===== config.mk =====
export PLATFORM = sky130hd
export DESIGN_NAME = reg_skid_flush
export DESIGN_NICKNAME = d
export VERILOG_FILES = /design/src/rtl/reg_skid_flush.sv
export SDC_FILE = /design/constraint.sdc
export NUM_CORES = 1
export LEC_CHECK = 0
export ABC_CLOCK_PERIOD_IN_PS = 2100
export CORE_ASPECT_RATIO = 1.5
export CORE_MARGIN = 10
export CORE_UTILIZATION = 40
export CTS_CLUSTER_DIAMETER = 120
export DETAILED_ROUTE_END_ITERATION = 10
export PLACE_DENSITY = 0.67
export SYNTH_ARGS = -nofsm -noshare
export SYNTH_HDL_FRONTEND = slang
export SYNTH_SLANG_ARGS = --single-unit

===== constraint.sdc =====
create_clock -name clk -period 2.1 [get_ports clk]
set_clock_uncertainty 0.2 [all_clocks]
set_input_delay 0.63 -clock clk [delete_from_list [all_inputs] [get_ports clk]]
set_output_delay 0.63 -clock clk [all_outputs]
set_load 0.01 [all_outputs]

===== src/rtl/reg_skid_flush.sv =====
// rtl/reg_skid_flush.sv - valid/ready pipeline stage with 2-entry skid buffer and flush
// in_ready depends only on registered state, rst and flush, so out_ready never reaches it combinationally.
module reg_skid_flush #(
  parameter int unsigned      WIDTH       = 32,
  parameter logic [WIDTH-1:0] RESET_VALUE = '0
) (
  input  logic             clk,
  input  logic             rst,
  input  logic             flush,
  input  logic             in_valid,
  output logic             in_ready,
  input  logic [WIDTH-1:0] in_data,
  output logic             out_valid,
  input  logic             out_ready,
  output logic [WIDTH-1:0] out_data,
  output logic [1:0]       occupancy
);

  typedef enum logic [1:0] {
    EMPTY = 2'd0,
    ONE   = 2'd1,
    FULL  = 2'd2
  } state_e;

  state_e           state_q, state_d;
  logic [WIDTH-1:0] main_q, main_d;
  logic [WIDTH-1:0] skid_q, skid_d;
  logic             acc;
  logic             drn;

  assign in_ready  = !rst && !flush && (state_q != FULL);
  assign out_valid = (state_q != EMPTY);
  assign out_data  = main_q;
  assign occupancy = state_q;
  assign acc       = in_valid && in_ready;
  assign drn       = out_valid && out_ready;

  always_comb begin
    state_d = state_q;
    main_d  = main_q;
    skid_d  = skid_q;
    if (rst || flush) begin
      state_d = EMPTY;
      main_d  = RESET_VALUE;
      skid_d  = RESET_VALUE;
    end else begin
      case (state_q)
        EMPTY: begin
          if (acc) begin
            state_d = ONE;
            main_d  = in_data;
          end
        end
        ONE: begin
          if (acc && !drn) begin
            state_d = FULL;
            skid_d  = in_data;
          end else if (acc && drn) begin
            main_d  = in_data;
          end else if (drn) begin
            state_d = EMPTY;
            main_d  = RESET_VALUE;
          end
        end
        FULL: begin
          // Skid entry moves up so the oldest beat is always in main.
          if (drn) begin
            state_d = ONE;
            main_d  = skid_q;
            skid_d  = RESET_VALUE;
          end
        end
        default: begin
          state_d = EMPTY;
          main_d  = RESET_VALUE;
          skid_d  = RESET_VALUE;
        end
      endcase
    end
  end

  always_ff @(posedge clk) begin
    state_q <= state_d;
    main_q  <= main_d;
    skid_q  <= skid_d;
  end

endmodule


==> flow_metrics.env, run 1 <==
export IMPL_fin_nets=500
export IMPL_synthTopCellsByArea="dfxtp_1 36%, mux2i_1 17%, a32oi_1 7.7%"
export IMPL_placement_io_buffers=72
export IMPL_final_util_pct=54.99
export IMPL_ff2ff_path_depth=7
export IMPL_critPathLaunch="out_data[6]$_SDFFE_PP0P_"
export IMPL_netlist_area_leader_share_pct=36.38
export IMPL_ys_async_sr_fraction_pct=0
export IMPL_crit_path_cell_trace="clkdlybuf4s50_1"
export IMPL_status="finished, final reports clean"
export IMPL_ir_drop_v=0.0003946
export IMPL_drcViolationCount=0
export IMPL_slew_headroom_pct=53.31
export IMPL_via_count=3279
export IMPL_yosysTopAreaCell="dfxtp_1"
export IMPL_crit_type="reg2out"
export IMPL_clkLatencyLatePin_ps=330
export IMPL_track_usage_pct=15.91
export IMPL_cts_max_path_buffers=2
export IMPL_synth_edff_count=0
export IMPL_crit_end="out_data[6]"
export IMPL_die_area_sq_mm=0.01337
export IMPL_p_per_area_mw_per_mm2=650.8
export IMPL_cp_top_family="buffers and inverters"
export IMPL_max_cap_violations=0
export IMPL_synth_most_common_cell="dfxtp_1"
export IMPL_path_buf_inv=1
export IMPL_finalHoldViolations=0
export IMPL_netlist_area_sq_mm=0.003632
export IMPL_postSynthRegisterBits=66
export IMPL_holdWs_ps=267.7
export IMPL_fin_cells=578
export IMPL_dp_cells=557
export IMPL_ys_flop_type="dfxtp_1"
export IMPL_drt_iter0_markers=187
export IMPL_first_global_vias=3360
export IMPL_worstSetupStartpointType="flop"
export IMPL_antenna_cells=0
export IMPL_r2r_start="occupancy[1]$_SDFFE_PP0P_"
export IMPL_synth_cell_types=33
export IMPL_critPathSlowestCell="clkdlybuf4s50_1"
export IMPL_coreArea_sq_mm=0.008828
export IMPL_hold_class="reg2reg"
export IMPL_p_total_mw=3.159
export IMPL_drive_above_1_share_pct=16.24
export IMPL_clkTransAtPathRegs_ps=50
export IMPL_wl_per_cell_um=18.86
export IMPL_dp_slack_ps=-748.6
export IMPL_syn_inst=390
export IMPL_worstPathArrival_ps=1230
export IMPL_clock_sinks=66
export IMPL_slew_viol_final=0
export IMPL_gp_congestion=0.7371
export IMPL_ios=73
export IMPL_cp_max_fo=2
export IMPL_nFillCells=799
export IMPL_setup_viol=0
export IMPL_cts_tree="yes"
export IMPL_initial_core_util_pct=41.14
export IMPL_die_w_um=97.81
export IMPL_fin_crit_ps=2060
export IMPL_overflow=0
export IMPL_leakagePower_nw=1.724
export IMPL_grt_max_degree=67
export IMPL_rrSetupSlack_ps=150
export IMPL_max_stage_delay_ps=550
export IMPL_root_buffer="clkbuf_16"
export IMPL_fin_ws_ps=39.64
export IMPL_antenna_found_initial=0
export IMPL_numCtsBuffers=9
export IMPL_yosysWarningCount=0
export IMPL_ys_seq_area_share_pct=36.38
export IMPL_worst_pin_slew_ps=700.3
export IMPL_num_rows=42
export IMPL_drt_pass1_iterations=4
export IMPL_crit_path_end_kind="primary output"
export IMPL_cp_data_required_time_ps=1270
export IMPL_grt_pass1_wl_um=17310
export IMPL_fmax_mhz=485.4
export IMPL_syn_nets=427
export IMPL_rsz0062_at_grt="false"
export IMPL_finalCritPeriodShare_pct=98.11
export IMPL_htree_levels=3
export IMPL_syn_area_per_cell_sq_um=9.313
export IMPL_vias_per_cell=5.673
export IMPL_synth_common_cells="66 x dfxtp_1, 65 x nor2_1, 62 x mux2i_1, 33 x inv_1, 32 x a32oi_1"
export IMPL_hpwl_um=6669
export IMPL_cts_setup_buffers=0
export IMPL_drt_wl_total_um=10900
export IMPL_die_height_um=136.7
export IMPL_regToRegEndpoint="out_data[20]$_SDFFE_PP0P_"
export IMPL_ant_nets=0
export IMPL_cp_depth=1
export IMPL_area_growth_syn_to_layout_pct=33.65
-- layer usage --
layer | GRT usage (%) | wire, um | vias up
li1 | - | - | 1580
met1 | 17.72 | 4417 | 1577
met2 | 27.24 | 5609 | 108
met3 | 4.543 | 660 | 14
met4 | 7.780 | 213 | 0
met5 | 0 | 0 | -
-- registers in the layout, summed over array words and instances (netlist names) --
name	cells
occupancy	2
out_data	32
skid_q	32
-- cell families after synthesis --
kind of cell	after synthesis	share of synthesized area, %
AO/OA/AOI/OAI	74	19.95
buffers and inverters	79	12.88
flip-flops	66	36.38
multiplexers	62	17.09
AND/OR/NAND/NOR	109	13.71
-- cell usage in the layout, fill, tap and decap left out, types with 2 or more instances in the layout --
cell | synthesis | final
inv_2 | 2 | 2
o32ai_2 | 10 | 11
buf_6 | 14 | 3
nor3_1 | 30 | 30
dlymetal6s2s_1 | 0 | 2
clkinv_2 | 0 | 3
clkbuf_1 | 8 | 2
dlygate4sd2_1 | 0 | 3
inv_1 | 33 | 33
buf_4 | 0 | 21
clkbuf_8 | 0 | 2
clkdlybuf4s50_1 | 0 | 62
dfxtp_1 | 66 | 64
a32oi_1 | 32 | 32
a21oi_1 | 3 | 2
buf_12 | 0 | 5
buf_2 | 14 | 3
clkbuf_16 | 0 | 9
o32ai_1 | 22 | 21
nor2_1 | 65 | 65
mux2i_1 | 62 | 62
a22o_4 | 1 | 4
clkdlybuf4s15_1 | 0 | 2
nand2_1 | 4 | 4
-- power by group --
| part | total [mW] | internal [mW] | switching [mW] |
|---|---|---|---|
| sequential | 1.28 | 1.27 | 0.0122 |
| combinational | 0.509 | 0.244 | 0.265 |
| clock | 1.37 | 0.856 | 0.511 |
| total | 3.16 | 2.37 | 0.788 |
-- final cells by class --
cell class                      count  area, sq um  area share (%)
Sequential cell                    66         1326           27.32
Clock buffer                       13        260.3           5.361
Multi-Input combinational cell    248         1926           39.66
Inverter                           35        131.4           2.706
Clock inverter                      3        15.01          0.3093
Timing Repair Buffer              103         1059           21.80
Tap cell                          110        137.6           2.835
-- how the worst min path moves through the flow --
stage | end | startpoint | cells after the start
6_report | skid_q[31]$_SDFFE_PP0P_ | skid_q[31]$_SDFFE_PP0P_ | 2
5_1_grt | skid_q[31]$_SDFFE_PP0P_ | skid_q[31]$_SDFFE_PP0P_ | 2
4_1_cts | skid_q[31]$_SDFFE_PP0P_ | skid_q[31]$_SDFFE_PP0P_ | 2
3_5_place_dp | skid_q[31]$_SDFFE_PP0P_ | skid_q[31]$_SDFFE_PP0P_ | 2
3_3_place_gp | skid_q[31]$_SDFFE_PP0P_ | skid_q[31]$_SDFFE_PP0P_ | 2
2_1_floorplan | skid_q[31]$_SDFFE_PP0P_ | skid_q[31]$_SDFFE_PP0P_ | 2
-- through the flow --
step | area [sq um] | setup TNS [ps]
after global routing | 4855 | 0
final | 4855 | 0
after global placement | 4448 | -37180
after CTS | 4835 | 0
after detailed placement | 4448 | -38620
after floorplan | 3636 | 0
-- repair_timing --
action,in CTS,in global routing
endpoints found under the setup margin,68,16
pin swaps,6,1
gates cloned,5,0
hold buffers,0,0
resized for setup,26,6
No activity file was read; power rests on OpenSTA's default activity.
==> run 2, diff against run 1 <==
Settings changed: SLEW_MARGIN set to 25.
==> results of run 2 <==
The final DEF is identical to that of run 1; final timing and power are the same.
==> run 3, diff against run 2 <==
Settings changed: CORE_UTILIZATION 40 to 34, PLACE_DENSITY 0.67 to unset.
==> flow_metrics.env, run 3 (synthesis gave the netlist of run 1 again) <==
export IMPL_cp_top_family="buffers and inverters"
export IMPL_finalHoldViolations=0
export IMPL_numCtsBuffers=9
export IMPL_critPathLaunch="out_data[8]$_SDFFE_PP0P_"
export IMPL_rsz0062_at_grt="false"
export IMPL_critPathSlowestCell="clkdlybuf4s50_1"
export IMPL_status="finished, final reports clean"
export IMPL_hpwl_um=6817
export IMPL_slew_viol_final=0
export IMPL_p_per_area_mw_per_mm2=650.5
export IMPL_grt_pass1_wl_um=17750
export IMPL_overflow=0
export IMPL_slew_headroom_pct=52.41
export IMPL_area_growth_syn_to_layout_pct=33.34
export IMPL_cp_max_fo=2
export IMPL_ir_drop_v=0.0005226
export IMPL_grt_max_degree=67
export IMPL_antenna_found_initial=0
export IMPL_vias_per_cell=5.417
export IMPL_holdPathStages=2
export IMPL_hold_class="reg2reg"
export IMPL_fin_crit_ps=2064
export IMPL_setup_viol=0
export IMPL_multi_input_area_sq_mm=0.001928
export IMPL_layout_common_cells="64 x nor2_1, 64 x dfxtp_1, 62 x mux2i_1"
export IMPL_ff2ff_path_depth=4
export IMPL_fmax_mhz=484.4
export IMPL_drt_iter0_markers=203
export IMPL_leakagePower_nw=1.785
export IMPL_worstSetupStartpointType="flop"
export IMPL_crit_path_cell_trace="clkdlybuf4s50_1"
export IMPL_root_buffer="clkbuf_16"
export IMPL_dp_slack_ps=-749.9
export IMPL_cts_max_path_buffers=2
export IMPL_r2r_start="occupancy[1]$_SDFFE_PP0P_"
export IMPL_clock_sinks=66
export IMPL_final_util_pct=45.98
export IMPL_cts_tree="yes"
export IMPL_crit_path_end_kind="primary output"
export IMPL_num_rows=46
export IMPL_nFillCells=1029
export IMPL_worstPathArrival_ps=1230
export IMPL_initial_core_util_pct=34.49
export IMPL_rrSetupSlack_ps=180
export IMPL_finalCritPeriodShare_pct=98.30
export IMPL_drive_above_1_share_pct=15.80
export IMPL_die_height_um=146.6
export IMPL_track_usage_pct=14.37
export IMPL_fin_ws_ps=35.75
export IMPL_gp_congestion=0.7456
export IMPL_clkTransAtPathRegs_ps=50
export IMPL_crit_type="reg2out"
export IMPL_via_count=3283
export IMPL_max_cap_violations=0
export IMPL_fin_nets=495
export IMPL_drcViolationCount=0
export IMPL_wl_per_cell_um=18.32
export IMPL_min_delay_start="skid_q[31]$_SDFFE_PP0P_"
export IMPL_die_w_um=104.4
export IMPL_worst_pin_slew_ps=713.8
export IMPL_die_area_sq_mm=0.01530
export IMPL_clkLatencyLatePin_ps=330
export IMPL_first_global_vias=3408
export IMPL_coreArea_sq_mm=0.01053
export IMPL_drt_pass1_iterations=5
export IMPL_path_buf_inv=1
export IMPL_cp_data_required_time_ps=1270
export IMPL_hold_path_endpoint="skid_q[31]$_SDFFE_PP0P_"
export IMPL_htree_levels=3
export IMPL_placement_io_buffers=72
export IMPL_seqCellArea_sq_mm=0.001326
export IMPL_ant_nets=0
export IMPL_max_stage_delay_ps=550
export IMPL_antenna_cells=0
export IMPL_drt_wl_total_um=11100
export IMPL_regToRegEndpoint="out_data[28]$_SDFFE_PP0P_"
export IMPL_ios=73
==> run 3: area by class of cell <==
class	count	share of cell area, %
well taps	144	3.720
flip-flops and latches	66	27.38
repair buffers	98	20.77
inverters	35	2.712
multi-input cells	248	39.81
clock buffers	12	5.296
clock inverters	3	0.3100
==> run 3: worst max-delay path by stage <==
stage | end | slack, ps | depth (start not counted)
after floorplan | in_ready | 40 | 4
after global placement | in_ready | -740 | 4
after detailed placement | in_ready | -750 | 4
after CTS | out_data[14] | 0.02 | 1
after global routing | out_data[22] | 0.4 | 1
final | out_data[8] | 40 | 1
==> run 3: power by group <==
| group | switching [mW] | internal (mW) |
|---|---|---|
| combinational | 0.264 | 0.234 |
| clock | 0.520 | 0.849 |
| sequential | 0.0121 | 1.27 |
==> run 3: layer usage <==
layer / vias to the layer above / track usage, % / share of wire, %
li1: 1575 / - / -
met1: 1610 / 16.10 / 43
met2: 85 / 24.72 / 51
met3: 13 / 3.524 / 4.7
met4: 0 / 6.983 / 1.8
met5: - / 0 / 0
==> run 3: timing repair <==
action	in CTS	in global routing
endpoints found under the hold margin	0	0
pin swaps	6	2
cloned	3	0
buffers inserted	2	0
setup endpoints to repair	69	21
hold buffers	0	0
gates resized for setup	25	10
==> run 3: through the flow <==
stage / instances / power (mW) / setup TNS, ps / hold slack [ps] / cell area, sq um
after floorplan: 390 / 1.591 / 0 / 242.5 / 3636
after global placement: 586 / 1.769 / -37410 / 253.5 / 4466
after detailed placement: 586 / 1.776 / -38290 / 264.1 / 4466
after CTS: 606 / 3.186 / 0 / 272.2 / 4807
after global routing: 606 / 3.279 / 0 / 310.4 / 4843
final: 606 / 3.150 / 0 / 280.1 / 4843
